`src/rtl/uart_pkg.sv`:
```
// Shared types and constants for the UART receiver.
package uart_pkg;

    localparam int FRAME_WIDTH = 8;

    localparam logic PARITY_EVEN = 1'b0;
    localparam logic PARITY_ODD  = 1'b1;

    typedef enum logic [2:0] {
        IDLE,
        START,
        DATA,
        PARITY,
        STOP,
        DONE
    } rx_state_t;

    // Value the parity bit must carry for the given data and parity type.
    function automatic logic expectedParity(input logic [FRAME_WIDTH-1:0] data,
                                            input logic                   ptype);
        return (ptype == PARITY_ODD) ? ~(^data) : (^data);
    endfunction

endpackage

```
`src/rtl/uart_rx_sampler.sv`:
```
// Edge/bit counters and mid-bit sampling for the UART receiver.
// Define UART_RX_MAJORITY_SAMPLE_EN for 2-of-3 majority sampling (one cycle later).
module uart_rx_sampler #(
    parameter int OVERSAMPLE = 8
) (
    input  logic       clk_i,
    input  logic       rst_ni,
    input  logic       rx_i,
    input  logic       enable_i,
    output logic       bit_o,
    output logic       bit_valid_o,
    output logic       bit_end_o,
    output logic [3:0] bit_cnt_o
);

    localparam int            CW   = $clog2(OVERSAMPLE);
    localparam logic [CW-1:0] LAST = CW'(OVERSAMPLE - 1);
    localparam logic [CW-1:0] MID  = CW'(OVERSAMPLE / 2);
`ifdef UART_RX_MAJORITY_SAMPLE_EN
    localparam logic [CW-1:0] EARLY = CW'(OVERSAMPLE / 2 - 1);
    localparam logic [CW-1:0] LATE  = CW'(OVERSAMPLE / 2 + 1);

    logic early_q;
    logic mid_q;
`endif

    logic [CW-1:0] edgeCnt_q;
    logic [3:0]    bitCnt_q;
    logic          bit_q;
    logic          bitValid_q;
    logic          bitEnd_q;

    // Counters idle at zero while disabled, so the first enabled cycle is edge 0.
    always_ff @(posedge clk_i or negedge rst_ni) begin
        if (!rst_ni) begin
            edgeCnt_q  <= '0;
            bitCnt_q   <= '0;
            bit_q      <= 1'b1;
            bitValid_q <= 1'b0;
            bitEnd_q   <= 1'b0;
`ifdef UART_RX_MAJORITY_SAMPLE_EN
            early_q    <= 1'b1;
            mid_q      <= 1'b1;
`endif
        end else begin
            bitValid_q <= 1'b0;
            bitEnd_q   <= 1'b0;
            if (!enable_i) begin
                edgeCnt_q <= '0;
                bitCnt_q  <= '0;
            end else begin
                if (edgeCnt_q == LAST) begin
                    edgeCnt_q <= '0;
                    bitCnt_q  <= bitCnt_q + 4'd1;
                    bitEnd_q  <= 1'b1;
                end else begin
                    edgeCnt_q <= edgeCnt_q + CW'(1);
                end
`ifdef UART_RX_MAJORITY_SAMPLE_EN
                if (edgeCnt_q == EARLY) early_q <= rx_i;
                if (edgeCnt_q == MID)   mid_q   <= rx_i;
                if (edgeCnt_q == LATE) begin
                    bit_q      <= (early_q & mid_q) | (early_q & rx_i) | (mid_q & rx_i);
                    bitValid_q <= 1'b1;
                end
`else
                if (edgeCnt_q == MID) begin
                    bit_q      <= rx_i;
                    bitValid_q <= 1'b1;
                end
`endif
            end
        end
    end

    assign bit_o       = bit_q;
    assign bit_valid_o = bitValid_q;
    assign bit_end_o   = bitEnd_q;
    assign bit_cnt_o   = bitCnt_q;

endmodule

```
`src/rtl/uart_rx.sv`:
```
// UART receiver top: frame FSM, shift register, parity/stop checks, output registers.
// Sampling mode is selected by UART_RX_MAJORITY_SAMPLE_EN (see uart_rx_sampler).
module uart_rx
    import uart_pkg::*;
#(
    parameter int OVERSAMPLE = 8
) (
    input  logic                   CLK,
    input  logic                   RST,
    input  logic                   RX_IN,
    input  logic                   parity_enable,
    input  logic                   parity_type,
    output logic [FRAME_WIDTH-1:0] P_DATA,
    output logic                   Data_Valid,
    output logic                   parity_error,
    output logic                   stop_error
);

    rx_state_t              state_q;
    logic [FRAME_WIDTH-1:0] shift_q;
    logic [FRAME_WIDTH-1:0] pData_q;
    logic                   dataValid_q;
    logic                   parityError_q;
    logic                   stopError_q;
    logic                   parErr_q;
    logic                   stopErr_q;
    logic                   parEn_q;
    logic                   parType_q;
    logic                   armed_q;

    logic       sampBit;
    logic       sampValid;
    logic       sampEnd;
    logic [3:0] sampCnt;
    logic       startDet;
    logic       sampEnable;

    // A start is only accepted after the line has been seen high, so a break re-arms cleanly.
    assign startDet   = (state_q == IDLE) && armed_q && !RX_IN;
    assign sampEnable = (state_q != IDLE) || startDet;

    uart_rx_sampler #(
        .OVERSAMPLE (OVERSAMPLE)
    ) u_sampler (
        .clk_i       (CLK),
        .rst_ni      (RST),
        .rx_i        (RX_IN),
        .enable_i    (sampEnable),
        .bit_o       (sampBit),
        .bit_valid_o (sampValid),
        .bit_end_o   (sampEnd),
        .bit_cnt_o   (sampCnt)
    );

    always_ff @(posedge CLK or negedge RST) begin
        if (!RST) begin
            state_q       <= IDLE;
            shift_q       <= '0;
            pData_q       <= '0;
            dataValid_q   <= 1'b0;
            parityError_q <= 1'b0;
            stopError_q   <= 1'b0;
            parErr_q      <= 1'b0;
            stopErr_q     <= 1'b0;
            parEn_q       <= 1'b0;
            parType_q     <= PARITY_EVEN;
            armed_q       <= 1'b0;
        end else begin
            dataValid_q   <= 1'b0;
            parityError_q <= 1'b0;
            stopError_q   <= 1'b0;
            if (RX_IN) armed_q <= 1'b1;
            case (state_q)
                IDLE: begin
                    if (startDet) begin
                        state_q   <= START;
                        armed_q   <= 1'b0;
                        parEn_q   <= parity_enable;
                        parType_q <= parity_type;
                        parErr_q  <= 1'b0;
                        stopErr_q <= 1'b0;
                    end
                end
                START: begin
                    if (sampValid && sampBit) state_q <= IDLE;
                    else if (sampEnd)         state_q <= DATA;
                end
                DATA: begin
                    if (sampValid) shift_q <= {sampBit, shift_q[FRAME_WIDTH-1:1]};
                    if (sampEnd && sampCnt == 4'(FRAME_WIDTH + 1))
                        state_q <= parEn_q ? PARITY : STOP;
                end
                PARITY: begin
                    if (sampValid) parErr_q <= (sampBit != expectedParity(shift_q, parType_q));
                    if (sampEnd)   state_q  <= STOP;
                end
                STOP: begin
                    // Leave as soon as the stop bit is decided so back-to-back starts are caught.
                    if (sampValid) begin
                        stopErr_q <= !sampBit;
                        state_q   <= DONE;
                    end
                end
                DONE: begin
                    if (!parErr_q && !stopErr_q) begin
                        pData_q     <= shift_q;
                        dataValid_q <= 1'b1;
                    end else begin
                        parityError_q <= parErr_q;
                        stopError_q   <= stopErr_q;
                    end
                    state_q <= IDLE;
                end
                default: state_q <= IDLE;
            endcase
        end
    end

    assign P_DATA       = pData_q;
    assign Data_Valid   = dataValid_q;
    assign parity_error = parityError_q;
    assign stop_error   = stopError_q;

endmodule

```
`config.mk`:
```
export PLATFORM = sky130hd
export DESIGN_NAME = uart_rx
export DESIGN_NICKNAME = d
export VERILOG_FILES = /design/src/rtl/uart_pkg.sv /design/src/rtl/uart_rx_sampler.sv /design/src/rtl/uart_rx.sv
export SDC_FILE = /design/constraint.sdc
export NUM_CORES = 1
export LEC_CHECK = 0
export ABC_CLOCK_PERIOD_IN_PS = 2900
export CORE_UTILIZATION = 35
export DETAILED_ROUTE_END_ITERATION = 8
export GPL_TIMING_DRIVEN = 0
export PLACE_DENSITY = 0.5
export SETUP_SLACK_MARGIN = 0.15
export SLEW_MARGIN = 20
export SYNTH_ARGS = -nofsm -noshare
export SYNTH_HDL_FRONTEND = slang
export SYNTH_SLANG_ARGS = --single-unit
```
`constraint.sdc`:
```
create_clock -name CLK -period 2.9 [get_ports CLK]
set_clock_uncertainty 0.05 [all_clocks]
set_input_delay 0.87 -clock CLK [delete_from_list [all_inputs] [get_ports CLK]]
set_output_delay 0.87 -clock CLK [all_outputs]
set_load 0.05 [all_outputs]
```
==> results of run 1 <==
==> cell families after synthesis <==
family,after synthesis,share of synthesized area
xor+xnor,11,0.0653
flops,37,0.550
fa+ha+maj,5,0.0371
mux,23,0.158
buf+inv,9,0.0208
compound gates,11,0.0519
simple gates,34,0.117
==> layer usage <==
layer / global-route usage / share of wire / vias up
met5: 0 / 0 / -
met4: 0.0667 / 0.018 / 0
met3: 0.0380 / 0.038 / 5
met2: 0.201 / 0.45 / 19
met1: 0.165 / 0.50 / 507
li1: - / - / 491
==> power groups by stage <==
stage | registers [mW] | clock network [mW] | logic, mW
after floorplan | 0.746 | 0 | 0.438
after global placement | 0.740 | 0 | 0.560
after detailed placement | 0.746 | 0 | 0.574
after CTS | 0.736 | 0.473 | 0.577
after global routing | 0.752 | 0.490 | 0.640
final | 0.737 | 0.457 | 0.570
==> cells in the final DEF (no fill, tap or decap), drive strengths merged, types with 3 or more instances in the layout <==
| cell type | netlist | layout |
|---|---|---|
| a21oi | 4 | 4 |
| buf | 1 | 3 |
| clkbuf | 1 | 8 |
| clkdlybuf4s50 | 0 | 14 |
| dfrtp | 36 | 36 |
| ha | 5 | 5 |
| inv | 7 | 7 |
| mux2 | 23 | 23 |
| nand2 | 7 | 7 |
| nand3 | 3 | 3 |
| nor2 | 8 | 8 |
| nor2b | 5 | 5 |
| xnor2 | 7 | 7 |
| xor2 | 3 | 3 |
==> stage by stage <==
step                      setup WS [ns]  instances  instance area (um2)
after floorplan                    1.04        130                 1690
after global placement           0.0604        197                 1900
after detailed placement          0.411        198                 1920
after CTS                         0.517        206                 2040
after global routing              0.472        206                 2040
final                             0.535        206                 2040
==> worst max path at each step <==
stage | startpoint | slack (ns) | endpoint
after detailed placement | RX_IN | 0.41 | state_q[0]
after floorplan | RX_IN | 1.04 | state_q[0]
after global routing | P_DATA[6] | 0.47 | P_DATA[6]
after CTS | P_DATA[3] | 0.52 | P_DATA[3]
after global placement | RST | 0.06 | P_DATA[2]
final | P_DATA[6] | 0.53 | P_DATA[6]
==> final cells by class <==
class	instances	area, um2
inverter	7	26.3
timing repair buffer	16	173
sequential	37	927
tap	52	65.1
multi-input combinational	84	724
buffer	2	8.76
clock buffer	7	86.3
clock inverter	1	30.0
fill	413	2460
==> sequential cells by signal (all words and copies together) (netlist names) <==
signal	count
P_DATA	8
shift_q	8
u_sampler.bit_cnt_o	4
state_q	3
u_sampler.edgeCnt_q	3
Data_Valid	1
armed_q	1
parEn_q	1
parErr_q	1
parType_q	1
parity_error	1
stopErr_q	1
stop_error	1
u_sampler.bit_end_o	1
u_sampler.bit_o	1
u_sampler.bit_valid_o	1
==> metrics.md, run 1 <==
| Metric | Value |
|---|---|
| IO Count | 16 |
| Hold_buf cts | 0 |
| Number of register bits inferred by synthesis | 37 |
| Number of antenna violations at the first check in global routing | 0 |
| Clock share of power | 0.259 |
| FF-to-FF End | state_q[0] |
| Number of vias in the routed layout | 1,022 |
| Crit path capture type | output port |
| Final Hold Viols | 0 |
| R2r setup slk | 1.13 ns |
| Comb pwr share | 0.323 |
| Initial core utilization | 0.374 |
| Net Sw Power | 0.555 mW |
| Post-synth top area cell | dfrtp_1 |
| Sw Ratio | 0.315 |
| Vias per inst | 4.96 |
| Port buffer count | 15 |
| Initial DRC count | 82 |
| Worst r2r path cells | 5 |
| Syn. warnings | 0 |
| Achievable clock frequency | 423 MHz |
| Number of synthesized flops with an enable pin | 0 |
| Gr ovfl total | 0 |
| Power per cell area | 864 nW/um2 |
| Largest net degree at the start of global routing | 25 |
| Outcome | finished clean |
| Crit-path max cell delay | 0.81 ns |
| Worst path arrival time | 1.45 ns |
| Post-synthesis net count | 140 |
| TritonRoute pass-1 iters | 4 |
| Synth Area per Inst | 13.0 um2 |
| # diodes | 0 |
| VDD IR max | 345 uV |
| Period Utilization, post-route | 0.816 |
| Count of final max-slew check failures | 0 |
| DRT Wirelength | 2.84 mm |
| Area growth, synth to finish | 21.0% |
| Critical path class | register to output port |
| Layout cells sized above 1 | 0.208 |
| RR Startpoint | u_sampler.bit_cnt_o[0] |
| Top post-synthesis cells by count | dfrtp_1 (36), mux2_2 (12), mux2_1 (9) |
| Die area | 5100 um2 |
| ANT nets after route | 0 |
| PostCTS Resize Cnt | 0 |
| Clock-pin slew on the worst setup and hold paths | 0.07 ns |
| Int Pwr | 1.21 mW |
| Pleak | 0.982 nW |
| Die H | 71.4 um |
| Fin crit period | 2.37 ns |
| Worst hold slack | 0.441 ns |
| Max-cap violations | 0 |
| TritonCTS Buffers | 5 |
| CP top delay family | buffers and inverters |
| Core Rows | 24 |
| GR Util All Layers | 0.130 |
| CTS Buffer Depth | 2 |
| TNS Setup | 0 ns |
| Max-slew headroom | 0.665 |
| Final GP Congestion | 0.835 |
| Instance count of the mapped netlist | 130 |
| DRC viols | 0 |
| Worst path slowest cell | clkdlybuf4s50_1 |
| Clock Sinks | 37 |
| Chip width | 71.4 um |
| Clock Latency Late Sink | 0.29 ns |
| Post-synth top area share | 0.534 |
| Top cells by area, synth | dfrtp_1 (53%), mux2_2 (8.0%), mux2_1 (6.0%), ha_1 (3.7%), xnor2_1 (3.6%) |
| Stages on worst setup path | 1 |
| HPWL Detailed | 1.94 mm |
| Yosys cell types | 35 |
| Ys flop type | dfrtp_1 |
| Ys async rst share | 1.00 |
| Final core utilization | 0.453 |
| Unrepaired setup endpoints after global routing | false |
| Core footprint | 4500 um2 |
| CTS root buf | clkbuf_8 |
| CTS tree | yes |
| Global-route wire length before repair | 4.98 mm |
| Crit Path Max Fanout | 2 |
| Reg power frac | 0.418 |
| Wirelength per Cell | 13.8 um |
| Syn Std Cell Area | 1690 um2 |
| CP required | 1.98 ns |
| Htree depth | 2 |
| Worst Hold Class | input port to asynchronous set/reset pin |
| Sequential share of the synthesized area | 0.550 |
| Total chip power | 1.76 mW |
| Worst Tran Pin Value | 0.501 ns |
| Vias in the first global route | 1,066 |
| Final net count | 163 |
| Most common cell in the synthesized netlist | dfrtp_1 |
| Setup bufs post-CTS | 0 |
| Crit-path cells | clkdlybuf4s50_1 |
| WP buf/inv | 1 |
| Startpoint types | register |
| Count of final setup violators | 0 |
Note: power is estimated with default switching activity, not from simulation.
==> run 2, diff against run 1 <==
- ABC_CLOCK_PERIOD_IN_PS: 2900 -> 2200
- clock period: 2.9 -> 2.2 ns (I/O delays scaled with it)
==> metrics.md, run 2 (synthesis gave the netlist of run 1 again) <==
| Metric | Value |
|---|---|
| Period Utilization, post-route | 0.888 |
| Most frequent cells in the layout | dfrtp_1 (36), mux2_2 (12), dlygate4sd2_1 (11) |
| Area growth, synth to finish | 20.6% |
| Htree depth | 2 |
| CP required | 2.32 ns |
| HPWL Detailed | 1.94 mm |
| CTS Buffer Depth | 2 |
| DRT Wirelength | 2.87 mm |
| Number of vias in the routed layout | 1,008 |
| Max-cap violations | 0 |
| Layout cells sized above 1 | 0.214 |
| Worst Tran Pin Value | 0.498 ns |
| CP endpoint | state_q[0] |
| Crit-path max cell delay | 0.50 ns |
| # diodes | 0 |
| DP Area | 1920 um2 |
| Net Sw Power | 0.736 mW |
| Initial DRC count | 77 |
| Comb pwr share | 0.324 |
| Gr ovfl total | 0 |
| Crit path capture type | register |
| Stages on worst setup path | 4 |
| Largest net degree at the start of global routing | 25 |
| IO Count | 16 |
| Critical path class | input port to register |
| Final Hold Viols | 0 |
| Count of final setup violators | 0 |
| Wirelength per Cell | 13.9 um |
| Worst path slowest cell | clkdlybuf4s50_1 |
| Startpoint types | input port |
| Port buffer count | 15 |
| Core Rows | 24 |
| CTS root buf | clkbuf_8 |
| Fin crit period | 1.95 ns |
| Crit-path cells | clkdlybuf4s50_1 > o311ai_2 > o31a_1 > mux2_1 |
| Final net count | 163 |
| Worst path arrival time | 2.07 ns |
| Clock Sinks | 37 |
| Post-Place Cells | 198 |
| Achievable clock frequency | 512 MHz |
| CTS tree | yes |
| Unrepaired setup endpoints after global routing | false |
| Reg power frac | 0.418 |
| Max-slew headroom | 0.669 |
| TritonCTS Buffers | 5 |
| Crit Path Max Fanout | 5 |
| Setup bufs post-CTS | 0 |
| Vias in the first global route | 1,066 |
| Power per cell area | 1140 nW/um2 |
| Sw Ratio | 0.316 |
| Outcome | finished clean |
| Die H | 71.4 um |
| TritonRoute pass-1 iters | 4 |
| RR Startpoint | state_q[2] |
| Global-route wire length before repair | 4.97 mm |
| Worst r2r path cells | 5 |
| Worst Hold Class | input port to asynchronous set/reset pin |
| Cell area after layout | 2030 um2 |
| Die area | 5100 um2 |
| Initial core utilization | 0.374 |
| VDD IR max | 451 uV |
| ANT nets after route | 0 |
| Most common library cell in the layout ignoring fill and taps | dfrtp_1 |
| R2r setup slk | 0.39 ns |
| GR Util All Layers | 0.129 |
| Pleak | 1.04 nW |
| Chip width | 71.4 um |
| Core footprint | 4500 um2 |
| Vias per inst | 4.89 |
| Count of final max-slew check failures | 0 |
| FF-to-FF End | state_q[0] |
| Clock-pin slew on the worst setup and hold paths | 0.07 ns |
| Int Pwr | 1.59 mW |
| Final GP Congestion | 0.835 |
| Clock Latency Late Sink | 0.29 ns |
| Clock share of power | 0.259 |
| Final Non-Filler Cells | 206 |
| DRC viols | 0 |
| Number of antenna violations at the first check in global routing | 0 |
| WP buf/inv | 1 |
| Crit path from | RX_IN |
| CP top delay family | compound AO/OA/AOI/OAI gates |
==> run 2: cell types whose count changed in the layout (fill, tap and decap cells not counted) <==
cell,delta
o311ai_1,-1
clkdlybuf4s50_1,-11
o311ai_2,+1
dlygate4sd2_1,+11
==> run 2: metal layers <==
layer	vias up	global-route usage	share of wire
met5	-	0	0
met4	0	0.0667	0.018
met3	5	0.0352	0.033
met2	16	0.201	0.46
met1	498	0.166	0.49
li1	489	-	-
==> run 2: layout make-up <==
cell class	count	area, um2
Inverter	7	26.3
Fill cell	422	2470
Tap cell	52	65.1
Clock inverter	1	30.0
Clock buffer	7	86.3
Sequential cell	37	927
Buffer	2	8.76
Timing Repair Buffer	16	159
Multi-Input combinational cell	84	732
==> run 2: worst register-to-register path, stage by stage, from the launching register on <==
cell	delay [ns]
dfrtp_1	0.42
clkbuf_1	0.36
nand2_1	0.15
o311ai_2	0.12
o31a_1	0.26
mux2_1	0.33
==> run 2: power groups by stage <==
stage	Clock [mW]	Combinational (mW)	Sequential [mW]
final	0.602	0.753	0.971
after global routing	0.647	0.846	0.992
after CTS	0.623	0.753	0.970
after detailed placement	0	0.756	0.983
after global placement	0	0.739	0.976
after floorplan	0	0.577	0.983
==> run 2: worst min path at each step <==
stage | start | to | slack, ns | depth (start not counted)
after floorplan | RST | Data_Valid | 0.31 | 0
after detailed placement | u_sampler.edgeCnt_q[0] | u_sampler.edgeCnt_q[0] | 0.42 | 1
after CTS | RST | u_sampler.bit_cnt_o[3] | 0.23 | 1
final | RST | u_sampler.bit_cnt_o[3] | 0.23 | 1
after global placement | u_sampler.edgeCnt_q[0] | u_sampler.edgeCnt_q[0] | 0.40 | 1
after global routing | RST | u_sampler.edgeCnt_q[1] | 0.25 | 1
==> run 2: what timing repair did <==
action,4_1_cts,5_1_grt
hold buffers,0,0
resized for setup,11,1
setup endpoints to repair,11,2
==> run 2: stage by stage <==
stage	utilization	TNS, ns	hold slack (ns)	setup slack, ns	power [mW]
floorplan	-	0	0.314	0.515	1.56
global placement	0.422	-15.62	0.405	-0.430	1.71
detailed placement	0.427	-0.156	0.420	-0.0792	1.74
CTS	0.450	0	0.231	0.230	2.35
global route	0.452	0	0.249	0.136	2.48
finish	0.452	0	0.235	0.247	2.33
==> run 3, diff against run 2 <==
- CORE_UTILIZATION: 35 -> 55
- PLACE_DENSITY: 0.5 -> 0.74
==> metrics.md, run 3 (synthesis gave the netlist of run 1 again) <==
| Metric | Value |
|---|---|
| Power per cell area | 1060 nW/um2 |
| TritonRoute pass-1 iters | 6 |
| Worst hold slack | 0.165 ns |
| DRT Wirelength | 2.60 mm |
| Crit-path cells | dlygate4sd2_1 |
| Clock Latency Late Sink | 0.33 ns |
| Global-route wire length before repair | 4.59 mm |
| Final Hold Viols | 0 |
| Port buffer count | 15 |
| Final net count | 163 |
| Worst path slowest cell | dlygate4sd2_1 |
| Crit Path Max Fanout | 2 |
| ANT nets after route | 0 |
| Core footprint | 2830 um2 |
| Clock-pin slew on the worst setup and hold paths | 0.11 ns |
| RR Startpoint | u_sampler.bit_cnt_o[0] |
| Most common library cell in the layout ignoring fill and taps | dfrtp_1 |
| TNS Setup | 0 ns |
| Startpoint types | register |
| Vias in the first global route | 1,001 |
| Area growth, synth to finish | 14.8% |
| DP Area | 1900 um2 |
| Most frequent cells in the layout | dfrtp_1 (36), mux2_2 (12), dlygate4sd2_1 (11) |
| VDD IR max | 752 uV |
| Cell area after layout | 1940 um2 |
| Core Rows | 19 |
| Crit path capture type | output port |
| DRC viols | 2 |
| Worst Tran Pin Value | 0.503 ns |
| HPWL Detailed | 1.90 mm |
| Die area | 3290 um2 |
| Worst Hold Class | input port to asynchronous set/reset pin |
| Crit-path max cell delay | 0.54 ns |
| Max-slew headroom | 0.666 |
| Number of antenna violations at the first check in global routing | 0 |
| R2r setup slk | 0.41 ns |
| CTS tree | yes |
| Worst r2r path cells | 5 |
| Initial core utilization | 0.596 |
| WP buf/inv | 1 |
| CP required | 1.49 ns |
| CTS root buf | clkbuf_4 |
| Count of final setup violators | 0 |
| Outcome | complete, but fails checks |
| Worst path arrival time | 1.23 ns |
| Period Utilization, post-route | 0.882 |
| CP top delay family | buffers and inverters |
| Vias per inst | 5.42 |
| Fill cell count | 212 |
| Critical path class | register to output port |
| Max-cap violations | 0 |
| # diodes | 0 |
| FF-to-FF End | state_q[0] |
| IO Count | 16 |
| Wirelength per Cell | 14.1 um |
| TritonCTS Buffers | 5 |
| Pleak | 1.01 nW |
| Htree depth | 2 |
| Initial DRC count | 22 |
| Total chip power | 2.05 mW |
| Achievable clock frequency | 516 MHz |
| Final GP Congestion | 0.767 |
| Count of final max-slew check failures | 0 |
| Largest net degree at the start of global routing | 25 |
| Final core utilization | 0.684 |
| Chip width | 57.4 um |
| Number of vias in the routed layout | 1,003 |
| Failing checks | DRC |
| Clock Sinks | 37 |
| Layout cells sized above 1 | 0.208 |
| GR Util All Layers | 0.192 |
| Unrepaired setup endpoints after global routing | false |
| CTS Buffer Depth | 2 |
| Gr ovfl total | 0 |
| Die H | 57.4 um |
| Fin crit period | 1.94 ns |
## run 3: cell types whose count changed in the layout (fill, tap and decap cells not counted), sizes merged
cell,before,now
clkinv,0,2
clkbuf,8,7
bufinv,1,0
## run 3: worst max path at each step
stage               cells past startpoint          to              startpoint  slack [ns]
floorplan                               5  state_q[0]  u_sampler.bit_cnt_o[0]        0.51
global placement                        1   P_DATA[3]                     RST       -0.35
detailed placement                      4  state_q[0]                   RX_IN       -0.08
CTS                                     1   P_DATA[6]               P_DATA[6]        0.23
global route                            1   P_DATA[6]               P_DATA[6]        0.16
finish                                  1   P_DATA[6]               P_DATA[6]        0.26
## run 3: final cells by class
cell class	instances	area, um2	share of cell area
Sequential cell	37	927	0.479
Multi-Input combinational cell	84	724	0.374
Timing Repair Buffer	16	159	0.0821
Clock buffer	6	41.3	0.0213
Tap cell	31	38.8	0.0200
Inverter	7	26.3	0.0136
Clock inverter	2	10.0	0.00517
Buffer	2	8.76	0.00452
## run 3: timing repair
item	in CTS	in global routing
setup buffers	0	0
gates resized for setup	11	0
endpoints found under the setup margin	11	0
endpoints found under the hold margin	0	0
hold buffers	0	0
## run 3: where the power goes
group          leakage (nW)  internal, mW  switching (mW)
logic                 0.482         0.382           0.365
registers             0.494         0.834           0.133
clock network        0.0320         0.122           0.213
total                  1.01          1.34           0.711
## run 3: through the flow
step	setup slack, ns	std cells
after detailed placement	-0.0764	177
final	0.261	185
after global placement	-0.350	176
after floorplan	0.515	130
after global routing	0.157	185
after CTS	0.225	185
## run 3: routing by layer
| layer | up-vias | track usage | routed length (um) | part of all wire |
|---|---|---|---|---|
| li1 | 491 | - | - | - |
| met1 | 491 | 0.254 | 1250 | 0.48 |
| met2 | 19 | 0.287 | 1230 | 0.47 |
| met3 | 2 | 0.0884 | 105 | 0.040 |
| met4 | 0 | 0.0523 | 19 | 0.0073 |
| met5 | - | 0 | 0 | 0 |
